`src/rtl/dw_bsr_pkg.sv`:
```
`default_nettype none
// ============================================================================
// Module      : dw_bsr_pkg
// Description : Shared types and helpers for the BC_10 boundary-scan segment.
// Revision    : 1.0 - initial release
// ============================================================================
package dw_bsr_pkg;

    localparam int c_WIDTH_MIN = 1;
    localparam int c_WIDTH_MAX = 64;

    typedef enum logic [1:0] {
        OP_HOLD    = 2'd0,
        OP_CAPTURE = 2'd1,
        OP_SHIFT   = 2'd2
    } cell_op_e;

    // Active scan length between si and so for a given SIB state.
    function automatic int chain_len(input logic open, input int width);
        return open ? (width + 1) : 1;
    endfunction

endpackage
`default_nettype wire

```
`src/rtl/dw_bc10_cell_1clk.sv`:
```
`default_nettype none
// ============================================================================
// Module      : dw_bc10_cell_1clk
// Description : Single-clock BC_10-style cell: capture/shift flop, update flop
//               and functional/test output mux.
// Revision    : 1.0 - initial release
// ============================================================================
module dw_bc10_cell_1clk
    import dw_bsr_pkg::*;
#(
    parameter logic UPD_RST_VAL = 1'b0
) (
    input  logic     clk,
    input  logic     rst,
    input  cell_op_e op,
    input  logic     upd_en,
    input  logic     si,
    input  logic     pin,
    input  logic     odata,
    input  logic     mode,
    output logic     so,
    output logic     data_out
);

    logic cap_q;
    logic cap_d;
    logic upd_q;

    always_comb begin
        cap_d = cap_q;
        case (op)
            OP_SHIFT:   cap_d = si;
            OP_CAPTURE: cap_d = pin;
            default:    cap_d = cap_q;
        endcase
    end

    // Update samples the pre-edge capture value, so a same-edge shift is safe.
    always_ff @(posedge clk or posedge rst) begin
        if (rst) begin
            cap_q <= 1'b0;
            upd_q <= UPD_RST_VAL;
        end else begin
            cap_q <= cap_d;
            if (upd_en) begin
                upd_q <= cap_q;
            end
        end
    end

    assign so       = cap_q;
    assign data_out = mode ? upd_q : odata;

endmodule
`default_nettype wire

```
`src/rtl/dw_bc10_bsr_seg.sv`:
```
`default_nettype none
// ============================================================================
// Module      : dw_bc10_bsr_seg
// Description : WIDTH-cell single-clock boundary-scan segment behind a SIB.
// Revision    : 1.0 - initial release
// ============================================================================
module dw_bc10_bsr_seg
    import dw_bsr_pkg::*;
#(
    parameter int   WIDTH       = 8,
    parameter logic UPD_RST_VAL = 1'b0
) (
    input  logic             clk,
    input  logic             rst,
    input  logic             capture_en,
    input  logic             shift_dr,
    input  logic             update_en,
    input  logic [WIDTH-1:0] mode,
    input  logic             si,
    input  logic [WIDTH-1:0] pin_input,
    input  logic [WIDTH-1:0] output_data,
    output logic [WIDTH-1:0] data_out,
    output logic             so,
    output logic             sib_open
);

    logic       sib_sh_q;
    logic       sib_sh_d;
    logic       sib_up_q;
    logic       sib_up_d;
    cell_op_e   w_op;
    logic       w_cell_upd;
    logic [WIDTH-1:0] w_cap_so;

    // A closed segment freezes every cell regardless of the enables.
    always_comb begin
        w_op = OP_HOLD;
        if (sib_up_q) begin
            if (shift_dr) begin
                w_op = OP_SHIFT;
            end else if (capture_en) begin
                w_op = OP_CAPTURE;
            end
        end
    end

    assign w_cell_upd = update_en & sib_up_q;

    generate
        for (genvar gi = 0; gi < WIDTH; gi++) begin : g_cell
            logic w_cell_si;
            if (gi == 0) begin : g_head
                assign w_cell_si = si;
            end else begin : g_link
                assign w_cell_si = w_cap_so[gi-1];
            end

            dw_bc10_cell_1clk #(
                .UPD_RST_VAL (UPD_RST_VAL)
            ) u_cell (
                .clk      (clk),
                .rst      (rst),
                .op       (w_op),
                .upd_en   (w_cell_upd),
                .si       (w_cell_si),
                .pin      (pin_input[gi]),
                .odata    (output_data[gi]),
                .mode     (mode[gi]),
                .so       (w_cap_so[gi]),
                .data_out (data_out[gi])
            );
        end
    endgenerate

    always_comb begin
        sib_sh_d = sib_sh_q;
        if (shift_dr) begin
            sib_sh_d = sib_up_q ? w_cap_so[WIDTH-1] : si;
        end else if (capture_en) begin
            sib_sh_d = sib_up_q;
        end
        sib_up_d = update_en ? sib_sh_q : sib_up_q;
    end

    always_ff @(posedge clk or posedge rst) begin
        if (rst) begin
            sib_sh_q <= 1'b0;
            sib_up_q <= 1'b0;
        end else begin
            sib_sh_q <= sib_sh_d;
            sib_up_q <= sib_up_d;
        end
    end

    assign so       = sib_sh_q;
    assign sib_open = sib_up_q;

endmodule
`default_nettype wire

```
`config.mk`:
```
export PLATFORM = sky130hd
export DESIGN_NAME = dw_bc10_bsr_seg
export DESIGN_NICKNAME = d
export VERILOG_FILES = /design/src/rtl/dw_bsr_pkg.sv /design/src/rtl/dw_bc10_cell_1clk.sv /design/src/rtl/dw_bc10_bsr_seg.sv
export SDC_FILE = /design/constraint.sdc
export NUM_CORES = 1
export LEC_CHECK = 0
export ABC_AREA = 1
export CAP_MARGIN = 15
export CORE_MARGIN = 5
export CORE_UTILIZATION = 43
export DETAILED_ROUTE_END_ITERATION = 8
export GPL_TIMING_DRIVEN = 0
export PLACE_DENSITY = 0.78
export SYNTH_ARGS = -nofsm -noshare
export SYNTH_HDL_FRONTEND = slang
export SYNTH_SLANG_ARGS = --single-unit
```
`constraint.sdc`:
```
create_clock -name clk -period 1.8 [get_ports clk]
set_input_delay 0.27 -clock clk [delete_from_list [all_inputs] [get_ports clk]]
set_output_delay 0.27 -clock clk [all_outputs]
set_load 0.03 [all_outputs]
```
==> Word-level counts from Yosys, hierarchy flattened <==
Index checks and enable logic that the tools add are counted.
Widths: inputs -> output; s select.
{ "word_totals": {"out_inout_bits": 10, "inputBits": 30, "regBits": 18} }
{ "classes": {"bitwise": 1, "n_reduce_logical": 2, "mux": 22, "n_eq_ne": 2} }
{ "op_table": {"columns": ["op", "n"], "rows": [
  ["$pmux 1 s2", 8],
  ["$mux 1", 12],
  ["$mux 2", 2],
  ["$reduce_bool 2->1", 2],
  ["$eq 2x1->1 const B", 1],
  ["$eq 2x2->1 const B", 1],
  ["$and 1x1->1", 1]
]} }

==> Depth between registers and ports, before layout <==
Gate-level depths: netlist of the first run.
{ "logic_depth": {"ltp_word": 5, "depth_mapped": 8, "ltp_nobuf": 7} }

==> Modules after synthesis <==
From an unflattened synthesis of the first run, not the netlist that was laid out.
{ "hier_totals": {"hier_cells": 173, "hier_area_um2": 1138.6} }
{ "by_module_without_submodules": {"columns": ["mod", "area_each_um2", "cells_per_inst", "n_inst"], "rows": [
  ["dw_bc10_cell_1clk", 126.4, 19, 8],
  ["dw_bc10_bsr_seg", 127.6, 21, 1]
]} }

==> Least setup slack after synthesis of the first run <==
Ideal clock, no wire load.
{ "synth_timing": {"path_kind": "register to register", "from": "reg sib_up_q (netlist: sib_open)", "to": "reg g_cell[0].u_cell.cap_q", "stages_incl_launch_ff": 8, "required_time_ns": 1.735, "synth_period_minus_slack_ns": 1.589, "setup_ns": 0.065, "slack_ns": 0.211, "t_arrival_ns": 1.524, "path_buffers": 1, "cell_sequence": "dfrtp_1 > inv_1 > nor3_1 > ha_1 > buf_2 > inv_1 > nand3_1 > nand2_1"} }
{ "synth_via": {"elab_chain_len": 3, "elab_cells_between_ends": 5, "classes_between": "eq/ne (2); mux (2); reduce/logical (1)"} }
{ "synth_rtl": {"columns": ["item", "line_no", "text"], "rows": [
  ["from (decl)", "dw_bc10_bsr_seg.sv:29", "logic sib_up_q;"],
  ["from (signal assigned)", "dw_bc10_bsr_seg.sv:91", "sib_up_q <= sib_up_d;"],
  ["$mux 2 *", "dw_bc10_bsr_seg.sv:38", "if (sib_up_q) begin"],
  ["$eq 2x1->1 or $eq 2x2->1 (tied branches)", "dw_bc10_cell_1clk.sv:31", "case (op)"],
  ["$pmux 1 s2 or $reduce_bool 2->1 (tied branches)", null, null],
  ["to (signal assigned)", "dw_bc10_cell_1clk.sv:44", "cap_q <= cap_d;"],
  ["to (decl)", "dw_bc10_cell_1clk.sv:25", "logic cap_q;"]
]} }
Every way passes the cells marked *; elsewhere a longest branch is shown, timed or not.
A chain may end at the register's enable or synchronous reset.

==> Worst setup path after layout of the first run <==
{ "layout_timing": {"from": "reg sib_up_q (netlist: sib_open)", "to": "out sib_open"} }
{ "layout_lines": {"columns": ["item", "line_no", "text"], "rows": [
  ["to (decl)", "dw_bc10_bsr_seg.sv:24", "output logic sib_open"]
]} }
No word-level cell between the ends.

==> qor.yml, run 1 <==
cap_viol_max_count: 0
tightest_slew_ns: 0.6671
stdcell_count: 217
grt-ovfl-total: 0
drive_gt1_frac: 0.1283
multi_input_area_um2: 399.1
netlist_area_mm2: 0.001050
synth-seq-area-share: 0.4291
cts_inserted_buffers: 3
synth_seq_cells: 18
post-route-period-util: 0.9496
post_cts_resized: 8
fin_area_mm2: 0.001504
fmax_mhz: 585.1
worst-path-buf-inv: 1
regArea_um2: 450.4
finalSetupViolations: 0
via_count: 953
drcViolationCount: 0
n_antenna_cell: 0
syn_area_per_cell_um2: 7.290
fp.dieW_um: 59.41
end_kind: "output pin"
ir_drop_mv: 0.6196
holdBufCountCts: 0
p_leak_nw: 0.8175
first_iter_violations: 25
track_usage: 0.1382
syn_inst: 144
cts_root_buf: "clkbuf_4"
min_path_type: "in -> async"
cts.path.max_buffers: 2
nFillCells: 208
cp-start-kind: "register"
path_cells: "clkdlybuf4s50_1"
viasPerCell: 4.392
status: "completed"
yosys_warnings: 0
gp_congestion: 0.8061
wirelength_mm: 2.163
path_delay_family: "buffers and inverters"
slew_violations: 0
critical_path_arrival_ns: 1.44
timing.final.ws_setup_ns: 0.09079
grt_max_degree: 19
powerDensity_mw_per_mm2: 1090
syn-num-nets: 175
start_util: 0.4356
dp_hpwl_mm: 1.732
dieHeight_um: 59.41
required_ns: 1.53
ant_nets: 0
portBuffers: 39
cts_tree: "yes"
critical_path_class: "reg -> out"
slowest_delay_ns: 0.70
clk_latency_ns: 0.29
grt_pass1_vias: 948
rsz0062_at_grt: "false"
post_cts_buffers: 0
synth_cell_type_count: 13
antenna_found_initial: 0
total_power_mw: 1.639
max_slew_margin: 0.5548
pre_cts_slack_ns: -0.1776
dieArea_mm2: 0.003530
io_pins: 40
grt_pass1_wl_mm: 3.829
htree_levels: 1
critPathMaxFanout: 5
finalHoldViolations: 0
finClkSkew_ns: 0.005379
wire_per_inst_um: 9.968
rows: 18
cts.sinks: 18
cts.reportedPaths.clkPinSlew_ns: 0.10
dp_cells: 213
first_pass_iters: 4
coreArea_mm2: 0.002410
crit_slowest_cell: "clkdlybuf4s50_1"
fin_crit_ns: 1.709
dpl-instance-area_mm2: 0.001478
fin_nets: 219
area_growth_pct: 43.27
## synth_stat cells
master	number	area share
buf_2	1	0.0048
buf_4	8	0.057
buf_6	2	0.021
dfrtp_1	18	0.43
ha_1	1	0.012
inv_1	30	0.11
nand2_1	53	0.19
nand2_2	1	0.0060
nand3_1	11	0.052
nor3_1	1	0.0048
o21ai_0	9	0.043
o21ai_2	8	0.067
or2_0	1	0.0060
## kinds of logic after synthesis
logic type | count (synthesis) | synth area share
AND/OR/NAND/NOR | 67 | 0.2586
AO/OA/AOI/OAI | 17 | 0.1097
adder cells (fa/ha/maj) | 1 | 0.01192
buffers and inverters | 41 | 0.1907
flip-flops | 18 | 0.4291
## worst paths after layout
kind	cells after the start	endpoint	slack, ns	start
max	1	sib_open	0.09	sib_open
min	2	sib_open	0.36	rst
max reg2reg	7	g_cell[7].u_cell.so	0.20	sib_open
min reg2reg	2	g_cell[5].u_cell.so	0.49	g_cell[5].u_cell.so
max in group asynchronous	2	g_cell[4].u_cell.upd_q	1.01	rst
min in group clk	2	g_cell[5].u_cell.so	0.49	g_cell[5].u_cell.so
## stage by stage
step                      TNS [ns]    util  hold WS [ns]
final                            0  0.6241        0.3611
after global routing             0  0.6241        0.4244
after CTS                        0  0.6241        0.3890
after detailed placement    -1.602  0.6132        0.4625
after global placement      -1.166  0.6132        0.4612
after floorplan                  0       -        0.2086
## state kept, by name (all words and copies together), names as in the netlist
register,flops
sib_open,1
g_cell.u_cell.upd_q,8
g_cell.u_cell.so,8
so,1
## routing by layer
metal  vias to the layer above  share of wire  global-route usage
li1                        512              -                   -
met1                       400           0.45              0.1741
met2                        39           0.48              0.2402
met3                         2          0.065             0.01743
met4                         0         0.0060             0.04854
met5                         -              0                   0
## cell type report
cell class | count | area share
sequential | 18 | 0.2995
multi-input combinational | 85 | 0.2654
timing repair buffer | 39 | 0.2529
inverter | 30 | 0.07488
buffer | 11 | 0.05824
tap | 30 | 0.02496
clock buffer | 4 | 0.02413
## where the power goes
part	total [mW]	internal, mW	switching [mW]
logic	0.726	0.319	0.407
registers	0.670	0.574	0.0960
clock network	0.243	0.123	0.119
total	1.64	1.02	0.622
## cells in the final DEF, fill, tap and decap left out, types with 2 or more instances in the layout
cell / n
nand2_1: 53
clkdlybuf4s50_1: 31
inv_1: 30
dfrtp_1: 18
nand3_1: 11
o21ai_0: 9
o21ai_2: 8
buf_4: 8
dlygate4sd2_1: 8
clkbuf_4: 3
buf_6: 2
No activity file was read; power rests on OpenSTA's default activity.
==> run 2, diff against run 1 <==
--- a/config.mk
+++ b/config.mk
@@ -9,6 +9,7 @@
 export CAP_MARGIN = 15
 export CORE_MARGIN = 5
 export CORE_UTILIZATION = 43
+export CTS_CLUSTER_SIZE = 20
 export DETAILED_ROUTE_END_ITERATION = 8
 export GPL_TIMING_DRIVEN = 0
 export PLACE_DENSITY = 0.78
==> results of run 2 <==
The final DEF is identical to that of run 1; final timing and power are the same.
